**config.mk**
```make
export PLATFORM = sky130hd
export DESIGN_NAME = dropout_mask_gen_flat
export DESIGN_NICKNAME = d
export VERILOG_FILES = /design/src/rtl/dropout_mask_gen_if.sv /design/src/rtl/dropout_mask_gen.sv /design/src/flat_wrapper.sv
export SDC_FILE = /design/constraint.sdc
export NUM_CORES = 1
export LEC_CHECK = 0
export CAP_MARGIN = 5
export CORE_MARGIN = 4
export CORE_UTILIZATION = 61
export DETAILED_ROUTE_END_ITERATION = 8
export PLACE_DENSITY = 0.84
export SLEW_MARGIN = 0
export SYNTH_ARGS = -nofsm -noshare
export SYNTH_HDL_FRONTEND = slang
export SYNTH_SLANG_ARGS = --single-unit
```
**constraint.sdc**
```tcl
create_clock -name clk -period 5.9 [get_ports clk]
set_clock_uncertainty 0.2 [all_clocks]
set_input_delay 1.475 -clock clk [delete_from_list [all_inputs] [get_ports clk]]
set_output_delay 1.475 -clock clk [all_outputs]
set_load 0.02 [all_outputs]
```
**src/rtl/dropout_mask_gen_if.sv**
```systemverilog
// Mask generator control/handshake bundle.
// master: mask producer; slave: controller and dropout stage.
interface dropout_mask_gen_if #(
    parameter int LANES = 8
);
    logic             enable;
    logic             seed_load;
    logic [15:0]      seed;
    logic [7:0]       threshold;
    logic             mask_valid;
    logic             mask_ready;
    logic [LANES-1:0] mask;
    logic [3:0]       drop_count;
    logic [15:0]      masks_issued;
    logic             busy;

    modport master (
        input  enable, seed_load, seed, threshold, mask_ready,
        output mask_valid, mask, drop_count, masks_issued, busy
    );

    modport slave (
        output enable, seed_load, seed, threshold, mask_ready,
        input  mask_valid, mask, drop_count, masks_issued, busy
    );
endinterface

```
**src/rtl/dropout_mask_gen.sv**
```systemverilog
// Per-lane LFSR dropout mask generator with valid/ready output.
// Ports: clk, reset_n (async low), bus (dropout_mask_gen_if.master).
module dropout_mask_gen #(
    parameter int          LANES         = 8,
    parameter logic [15:0] DEFAULT_SEED  = 16'hACE1,
    parameter int          WARMUP_CYCLES = 16
) (
    input  logic             clk,
    input  logic             reset_n,
    dropout_mask_gen_if.master bus
);
    localparam int CW = $clog2(WARMUP_CYCLES + 1);
    localparam logic [CW-1:0] LAST = CW'(WARMUP_CYCLES - 1);

    typedef enum logic [1:0] {IDLE, WARMUP, RUN} state_t;

    state_t           state_q, state_d;
    logic [15:0]      lfsr_q [LANES];
    logic [7:0]       thr_q;
    logic [CW-1:0]    cnt_q;
    logic             valid_q;
    logic [LANES-1:0] mask_q;
    logic [3:0]       drop_q;
    logic [15:0]      issued_q;

    logic             step;
    logic             load;
    logic             retire;
    logic [LANES-1:0] mask_d;
    logic [3:0]       drop_d;

    // Lanes get decorrelated seeds; zero would lock the LFSR.
    function automatic logic [15:0] lane_seed(
        input logic [15:0] s,
        input int          i
    );
        logic [31:0] p;
        logic [15:0] v;
        p = 32'h9E37 * 32'(i + 1);
        v = s ^ p[15:0];
        if (v == 16'h0000)
            v = 16'h0001;
        return v;
    endfunction

    function automatic logic [15:0] lfsr_next(
        input logic [15:0] s
    );
        return {s[14:0], s[15] ^ s[13] ^ s[12] ^ s[10]};
    endfunction

    always_comb begin
        mask_d = '0;
        drop_d = '0;
        for (int i = 0; i < LANES; i++) begin
            mask_d[i] = (lfsr_q[i][7:0] >= thr_q);
            if (!mask_d[i])
                drop_d = drop_d + 4'd1;
        end
    end

    always_comb begin
        state_d = state_q;
        step    = 1'b0;
        load    = 1'b0;
        retire  = 1'b0;
        if (bus.seed_load) begin
            state_d = bus.enable ? WARMUP : IDLE;
        end else begin
            unique case (state_q)
                IDLE: begin
                    if (bus.enable)
                        state_d = WARMUP;
                end
                WARMUP: begin
                    if (!bus.enable) begin
                        state_d = IDLE;
                    end else begin
                        step = 1'b1;
                        if (cnt_q == LAST)
                            state_d = RUN;
                    end
                end
                RUN: begin
                    if (bus.enable) begin
                        if (!valid_q || bus.mask_ready) begin
                            load = 1'b1;
                            step = 1'b1;
                        end
                    end else if (!valid_q || bus.mask_ready) begin
                        // Pending mask (if any) is taken this cycle.
                        retire  = 1'b1;
                        state_d = IDLE;
                    end
                end
                default: state_d = IDLE;
            endcase
        end
    end

    always_ff @(posedge clk or negedge reset_n) begin
        if (!reset_n)
            state_q <= IDLE;
        else
            state_q <= state_d;
    end

    always_ff @(posedge clk or negedge reset_n) begin
        if (!reset_n) begin
            for (int i = 0; i < LANES; i++)
                lfsr_q[i] <= lane_seed(DEFAULT_SEED, i);
            thr_q    <= 8'd128;
            cnt_q    <= '0;
            valid_q  <= 1'b0;
            mask_q   <= '0;
            drop_q   <= '0;
            issued_q <= '0;
        end else if (bus.seed_load) begin
            for (int i = 0; i < LANES; i++)
                lfsr_q[i] <= lane_seed(bus.seed, i);
            thr_q    <= bus.threshold;
            cnt_q    <= '0;
            valid_q  <= 1'b0;
            issued_q <= '0;
        end else begin
            if (step) begin
                for (int i = 0; i < LANES; i++)
                    lfsr_q[i] <= lfsr_next(lfsr_q[i]);
            end
            if (state_q == WARMUP && step)
                cnt_q <= cnt_q + 1'b1;
            else if (state_q != WARMUP)
                cnt_q <= '0;
            if (load) begin
                mask_q  <= mask_d;
                drop_q  <= drop_d;
                valid_q <= 1'b1;
            end else if (retire) begin
                valid_q <= 1'b0;
            end
            if (valid_q && bus.mask_ready &&
                issued_q != 16'hFFFF)
                issued_q <= issued_q + 16'd1;
        end
    end

    assign bus.mask_valid   = valid_q;
    assign bus.mask         = mask_q;
    assign bus.drop_count   = drop_q;
    assign bus.masks_issued = issued_q;
    assign bus.busy         = (state_q != IDLE);
endmodule

```
**src/flat_wrapper.sv**
```systemverilog
// flat-port wrapper written by rule: the top's interface ports become plain ports
module dropout_mask_gen_flat 
#(
    parameter int          LANES         = 8,
    parameter logic [15:0] DEFAULT_SEED  = 16'hACE1,
    parameter int          WARMUP_CYCLES = 16
)
  (clk, reset_n, bus_enable, bus_seed_load, bus_seed, bus_threshold, bus_mask_ready, bus_mask_valid, bus_mask, bus_drop_count, bus_masks_issued, bus_busy);
  dropout_mask_gen_if #(.LANES(LANES)) bus_i ();
  input  logic clk;
  input  logic reset_n;
  input wire logic [$bits(bus_i.enable)-1:0] bus_enable;
  input wire logic [$bits(bus_i.seed_load)-1:0] bus_seed_load;
  input wire logic [$bits(bus_i.seed)-1:0] bus_seed;
  input wire logic [$bits(bus_i.threshold)-1:0] bus_threshold;
  input wire logic [$bits(bus_i.mask_ready)-1:0] bus_mask_ready;
  output wire logic [$bits(bus_i.mask_valid)-1:0] bus_mask_valid;
  output wire logic [$bits(bus_i.mask)-1:0] bus_mask;
  output wire logic [$bits(bus_i.drop_count)-1:0] bus_drop_count;
  output wire logic [$bits(bus_i.masks_issued)-1:0] bus_masks_issued;
  output wire logic [$bits(bus_i.busy)-1:0] bus_busy;
  assign bus_i.enable = bus_enable;
  assign bus_i.seed_load = bus_seed_load;
  assign bus_i.seed = bus_seed;
  assign bus_i.threshold = bus_threshold;
  assign bus_i.mask_ready = bus_mask_ready;
  assign bus_mask_valid = bus_i.mask_valid;
  assign bus_mask = bus_i.mask;
  assign bus_drop_count = bus_i.drop_count;
  assign bus_masks_issued = bus_i.masks_issued;
  assign bus_busy = bus_i.busy;
  dropout_mask_gen #(.LANES(LANES), .DEFAULT_SEED(DEFAULT_SEED), .WARMUP_CYCLES(WARMUP_CYCLES)) u_core (.clk(clk), .reset_n(reset_n), .bus(bus_i));
endmodule
```
-- After elaboration in Yosys (flattened, before gate mapping)
Index checks and enable logic that the tools add are counted.
Widths: inputs -> output; s select.
- logic and storage cells: 139
- register bits after elaboration: 172
- muxes and demuxes: 44
- reductions and logical operators: 21
- $lt $le $gt $ge: 8
- $add $sub $neg: 9
- bitwise gates (word level): 33
- eq/ne operators: 9
- operators with widths (kind ; number):
    $mux 128 ; 2
    $mux 16 ; 10
    $logic_not 16->1 ; 8
    $ge 8x8->1 ; 8
    $not 9->9 ; 4
    $mux 4 ; 7
    $add 4x1->4 const B ; 6
    $xor 1x1->1 ; 24
    $add 16x1->16 const B ; 1
    $ne 16x16->1 const B ; 1
    $mux 5 ; 3
    $mux 1 ; 14
    $mux 2 ; 6
    $not 10->10 ; 1
    $not 8->8 ; 1
    $not 7->7 ; 1
    $ne 3x3->1 const B ; 2
    $not 6->6 ; 1
    $pmux 2 s3 ; 1
    $reduce_bool 2->1 ; 3
    $reduce_bool 3->1 ; 2
    $add 5x1->5 const B ; 1
    $eq 5x4->1 const B ; 1
    $ne 4x3->1 const B ; 1
    13 further kinds ; 15

-- Depth between registers and ports, before layout
- word-level depth: 16
- mapped depth: 22

-- Worst setup path after synthesis
No wires, ideal clock.
- kind: reg-to-reg
- from: register u_core.thr_q[7]
- to: register u_core.drop_q[1] (netlist: u_core.bus.drop_count[1])
- data required time: 5.573 ns
- slack: 1.305 ns
- data arrival time: 4.269 ns
- library setup time: 0.127 ns
- clock period less this slack: 4.595 ns
- stages on the path, launching flop included: 22
- cells stage by stage: dfstp_2 > inv_1 > ha_1 > and3_1 > nand3_1 > o21ai_1 > ha_1 > nor2_1 > or2_2 > ha_1 > nand2b_1 > o31a_1 > ha_1 > mux2_2 > xnor2_1 > ha_1 > inv_1 > mux2i_1 > o31a_1 > ha_1 > mux2i_1 > o21ai_0
- cells in the longest elaborated chain, start to end: 16
- elaborated cells on any way between the ends: 23
- classes of those cells: add/sub (7); order compare (8); mux (8)
- ends and longest elaborated chain (item ; line ; text):
    from (decl) ; dropout_mask_gen.sv:19 ; logic [7:0] thr_q;
    from (signal assigned) ; dropout_mask_gen.sv:121 ; thr_q <= bus.threshold;
    $ge 8x8->1 (*) ; dropout_mask_gen.sv:56 ; mask_d[i] = (lfsr_q[i][7:0] >= thr_q);
    named net u_core.mask_d[0] ; dropout_mask_gen.sv:29 ; logic [LANES-1:0] mask_d;
    $mux 1 (*) ; dropout_mask_gen.sv:57 ; if (!mask_d[i])
    $add 1x1->2 ; dropout_mask_gen.sv:58 ; drop_d = drop_d + 4'd1;
    $mux 4 (*) ; dropout_mask_gen.sv:57 ;
    $add 4x1->4 ; dropout_mask_gen.sv:58 ;
    $mux 4 (*) ; dropout_mask_gen.sv:57 ;
    $add 4x1->4 ; dropout_mask_gen.sv:58 ;
    $mux 4 (*) ; dropout_mask_gen.sv:57 ;
    $add 4x1->4 ; dropout_mask_gen.sv:58 ;
    $mux 4 (*) ; dropout_mask_gen.sv:57 ;
    $add 4x1->4 ; dropout_mask_gen.sv:58 ;
    $mux 4 (*) ; dropout_mask_gen.sv:57 ;
    $add 4x1->4 ; dropout_mask_gen.sv:58 ;
    $mux 4 (*) ; dropout_mask_gen.sv:57 ;
    $add 4x1->4 ; dropout_mask_gen.sv:58 ;
    $mux 4 (*) ; dropout_mask_gen.sv:57 ;
    to (signal assigned) ; dropout_mask_gen.sv:136 ; drop_q <= drop_d;
    to (decl) ; dropout_mask_gen.sv:23 ; logic [3:0] drop_q;
The timed path passes the listed nets; every way through them passes the cells marked *.
A chain may end at the register's enable or synchronous reset.

-- Final worst setup path
- from: register u_core.thr_q[7]
- to: register u_core.drop_q[1] (netlist: u_core.bus.drop_count[1])
- cells in the longest elaborated chain, start to end: 16
- elaborated cells on any way between the ends: 23
- classes of those cells: add/sub (7); order compare (8); mux (8)
- ends and longest elaborated chain (item ; line):
    $ge 8x8->1 ; dropout_mask_gen.sv:56
    $mux 1 ; dropout_mask_gen.sv:57
    $add 1x1->2 ; dropout_mask_gen.sv:58
    $mux 4 ; dropout_mask_gen.sv:57
    $add 4x1->4 ; dropout_mask_gen.sv:58
    $mux 4 ; dropout_mask_gen.sv:57
    $add 4x1->4 ; dropout_mask_gen.sv:58
    $mux 4 ; dropout_mask_gen.sv:57
    $add 4x1->4 ; dropout_mask_gen.sv:58
    $mux 4 ; dropout_mask_gen.sv:57
    $add 4x1->4 ; dropout_mask_gen.sv:58
    $mux 4 ; dropout_mask_gen.sv:57
    $add 4x1->4 ; dropout_mask_gen.sv:58
    $mux 4 ; dropout_mask_gen.sv:57
    $add 4x1->4 ; dropout_mask_gen.sv:58
    $mux 4 (*) ; dropout_mask_gen.sv:57
Mark *: on every way between the ends. The rest lies on a longest branch, timed or not.

==> metrics.md <==
| Metric | Value |
|---|---|
| Outcome | finished, final reports clean |
| Hold_sp | u_core.bus.mask[1]$_DFFE_PN0P_ |
| Psw | 1.56 mW |
| Most frequent cells in the layout | nor2b_1, a211oi_1, nor2_1, dfrtp_1, a21oi_1 |
| Max Fclk | 0.198 GHz |
| Num CTS Buffers | 17 |
| Die width | 137 um |
| Routed vias | 7,760 |
| Post-synth ARST share | 1.00 |
| Final WL | 23,300 um |
| Insertion delay to the later sink of the worst-skew pair | 0.43 ns |
| Startpoint types | flip-flop |
| Worst setup startpoint | u_core.thr_q[7]$_DFFE_PN1P_ |
| Row cnt | 46 |
| Largest net degree at the start of global routing | 127 |
| Total power | 4.32 mW |
| Critical path data required time | 5.99 ns |
| Port Buffers | 58 |
| First-pass GRT wire length | 38,600 um |
| Final std cells w/o fill | 1,292 |
| Final Slew Violations | 0 |
| Layout cell share with drive strength beyond 1 | 0.120 |
| Most frequent CP cell | ha_1 |
| LEAKAGE | 4.56 nW |
| GPL Wtd Cong | 0.881 |
| Cts hold-fix bufs | 0 |
| Crit-path cells | inv_1 -> ha_1 -> and3_1 -> a221oi_1 -> o21ai_1 -> ha_1 -> xnor2_1 -> ha_1 -> nand2b_1 -> o31a_1 -> ha_1 -> mux2_2 -> xnor2_1 -> ha_1 -> inv_1 -> mux2i_1 -> o31a_1 -> ha_1 -> mux2i_1 -> o21ai_0 |
| Tcrit/Tclk final | 0.858 |
| Routed wire per std cell | 18.1 um |
| Clock Pin Slew Worst Setup and Hold Paths | 0.07 ns |
| Largest cells by area after synthesis | dfrtp_1, dfstp_2, ha_1 |
| TritonCTS clock tree | yes |
| Placed cell area | 10,800 um2 |
| Net Count, Synth | 1,151 |
| Boundary pin count | 59 |
| Delay of the slowest critical-path stage | 0.52 ns |
| P per Cell Area | 379 nW/um2 |
| Crit path kind | flip-flop to flip-flop |
| Post-CTS Setup Bufs | 0 |
| Avg Inst Size Synth | 9.68 um2 |
| GRT Total Usage | 0.261 |
| Sw Share | 0.361 |
| # resized after CTS | 0 |
| Setup WS pre-CTS | 0.912 ns |
| Initial DRC Count | 568 |
| Hold slack | 0.278 ns |
| Register area share after synthesis | 0.434 |
| Max_cap viols | 0 |
| Crit path time final | 5.06 ns |
| Hold Path Depth | 2 |
| Area Growth Syn to Fin | 12.6% |
| Pint | 2.76 mW |
| EDFF count, synth | 0 |
| Final Cell Area | 11,400 um2 |
| FF-to-FF Start | u_core.thr_q[7]$_DFFE_PN1P_ |
| Mapped Cells | 1,046 |
| Mapped cell area | 10,100 um2 |
| Flops & latches, synth | 172 |
| Yosys warning count | 0 |
| # clock sinks | 172 |
| Post-Route Utilization | 0.710 |
| Antenna Diode Count | 0 |
| Synth area leader | dfrtp_1 |
| Worst Reg2Reg Path Length in Cells | 20 |
| Die ar. | 18,700 um2 |
| Final WS setup | 0.838 ns |
| Core box area | 16,100 um2 |
| H-tree depth | 4 |
| Ys flop type | dfrtp_1 |
| RSZ-0062 raised after global routing | no |
| Final ANT Viol Nets | 0 |
| Initial antenna violation count | 0 |
| Root cell of the clock tree | clkbuf_16 |
| Gate power share | 0.385 |
| Vias in the first global route | 7,599 |
| Initial Util | 0.631 |
| Final hold vios | 0 |
| Nets@finish | 1,168 |
| HPWL Detailed | 15,500 um |
| Die height | 137 um |
| Slew @ Worst Pin | 0.827 ns |
| Max IR drop VDD | 0.000299 V |
| Total congestion overflow | 0 |
| Hold Crit Class | flip-flop to flip-flop |
| Yosys cell types | 65 |
| Crit path DAT | 5.15 ns |
| CP max stage cell | dfstp_2 |
| Top cell type's share of synthesized area | 0.252 |
| Commonest non-fill, non-tap cell in the layout | nor2b_1 |
| Endpoints failing setup | 0 |
| Share of total power in the clock network | 0.258 |
| CTS Buffer Depth | 2 |
| Vias per cell | 6.01 |
| Fillcell total | 1,171 |
| DRC violations left | 0 |
| Setup TNS | 0 ns |
| Sequential power share | 0.358 |
| Dpl cells | 1,260 |
| Crit end category | flip-flop |
| Slew margin rel. | 0.449 |
| Crit path max fanout | 9 |
| TritonRoute pass-1 iters | 5 |
-- sequential cells by signal, summed over array words and instances, names as in the netlist --
| signal | flops |
|---|---|
| u_core.bus.mask_valid | 1 |
| u_core.thr_q | 8 |
| u_core.bus.drop_count | 4 |
| u_core.bus.masks_issued | 16 |
| u_core.bus.mask | 8 |
| u_core.cnt_q | 5 |
| u_core.state_q | 2 |
| u_core.lfsr_q | 128 |
-- worst max-delay path: cells and delay by family (launching register included) --
kind                       cells  cell delay (ns)
AOI/OAI and AO/OA              5             0.97
xor gates and xnor gates       2             0.33
adders and majority gates      6             1.84
buffers and inverters          2             0.19
DFF                            1             0.52
muxes                          3             0.55
and+or+nand+nor                2             0.34
-- layer usage --
metal	up-vias	part of all wire	GRT usage
li1	3732	-	-
met1	3794	0.44	0.361
met2	193	0.48	0.416
met3	41	0.051	0.0478
met4	0	0.028	0.0926
met5	-	0	0
-- cell usage after synthesis (all sizes together) (4+ instances only) --
master  number
a21o        12
a211oi     122
o31a         4
or3          6
o21a         5
nor2b      138
nor3         4
o21ai       45
dfstp       70
buf          5
ha          76
mux2i        5
inv         27
nand2b      11
nand4        8
nor2       102
xor2        15
nand2       62
dfrtp      102
a21oi       77
nand3       10
clkbuf      59
xnor2       35
-- path summary, 6_finish.rpt --
path                            slack, ns                                   end
max in group asynchronous            3.69         u_core.lfsr_q[63]$_DFFE_PN1P_
min in group asynchronous            0.87  u_core.bus.drop_count[0]$_DFFE_PN0P_
worst max-delay path                 0.84  u_core.bus.drop_count[1]$_DFFE_PN0P_
worst min register to register       0.28        u_core.bus.mask[1]$_DFFE_PN0P_
worst min-delay path                 0.28        u_core.bus.mask[1]$_DFFE_PN0P_
worst max register to register       0.84  u_core.bus.drop_count[1]$_DFFE_PN0P_
-- cell type report --
type | instances | area [um2] | area share
Clock inverter | 15 | 154 | 0.0135
Clock buffer | 17 | 425 | 0.0373
Timing Repair Buffer | 62 | 663 | 0.0581
Sequential cell | 172 | 4390 | 0.385
Inverter | 27 | 101 | 0.00889
Tap cell | 216 | 270 | 0.0237
Multi-Input combinational cell | 783 | 5400 | 0.473
-- power groups by stage --
stage	combinational [mW]	sequential (mW)	clock [mW]
2_1_floorplan	1.34	1.50	0
3_3_place_gp	1.57	1.55	0
3_5_place_dp	1.65	1.56	0
4_1_cts	1.67	1.54	1.13
5_1_grt	1.89	1.56	1.18
6_report	1.66	1.55	1.11
-- cells by family after synthesis --
group	synth area share
and+or+nand+nor	0.189
buffers and inverters	0.0341
DFF	0.434
xor gates and xnor gates	0.0526
adders and majority gates	0.0939
AOI/OAI and AO/OA	0.189
muxes	0.00716
Note: power is estimated with default switching activity, not from simulation.
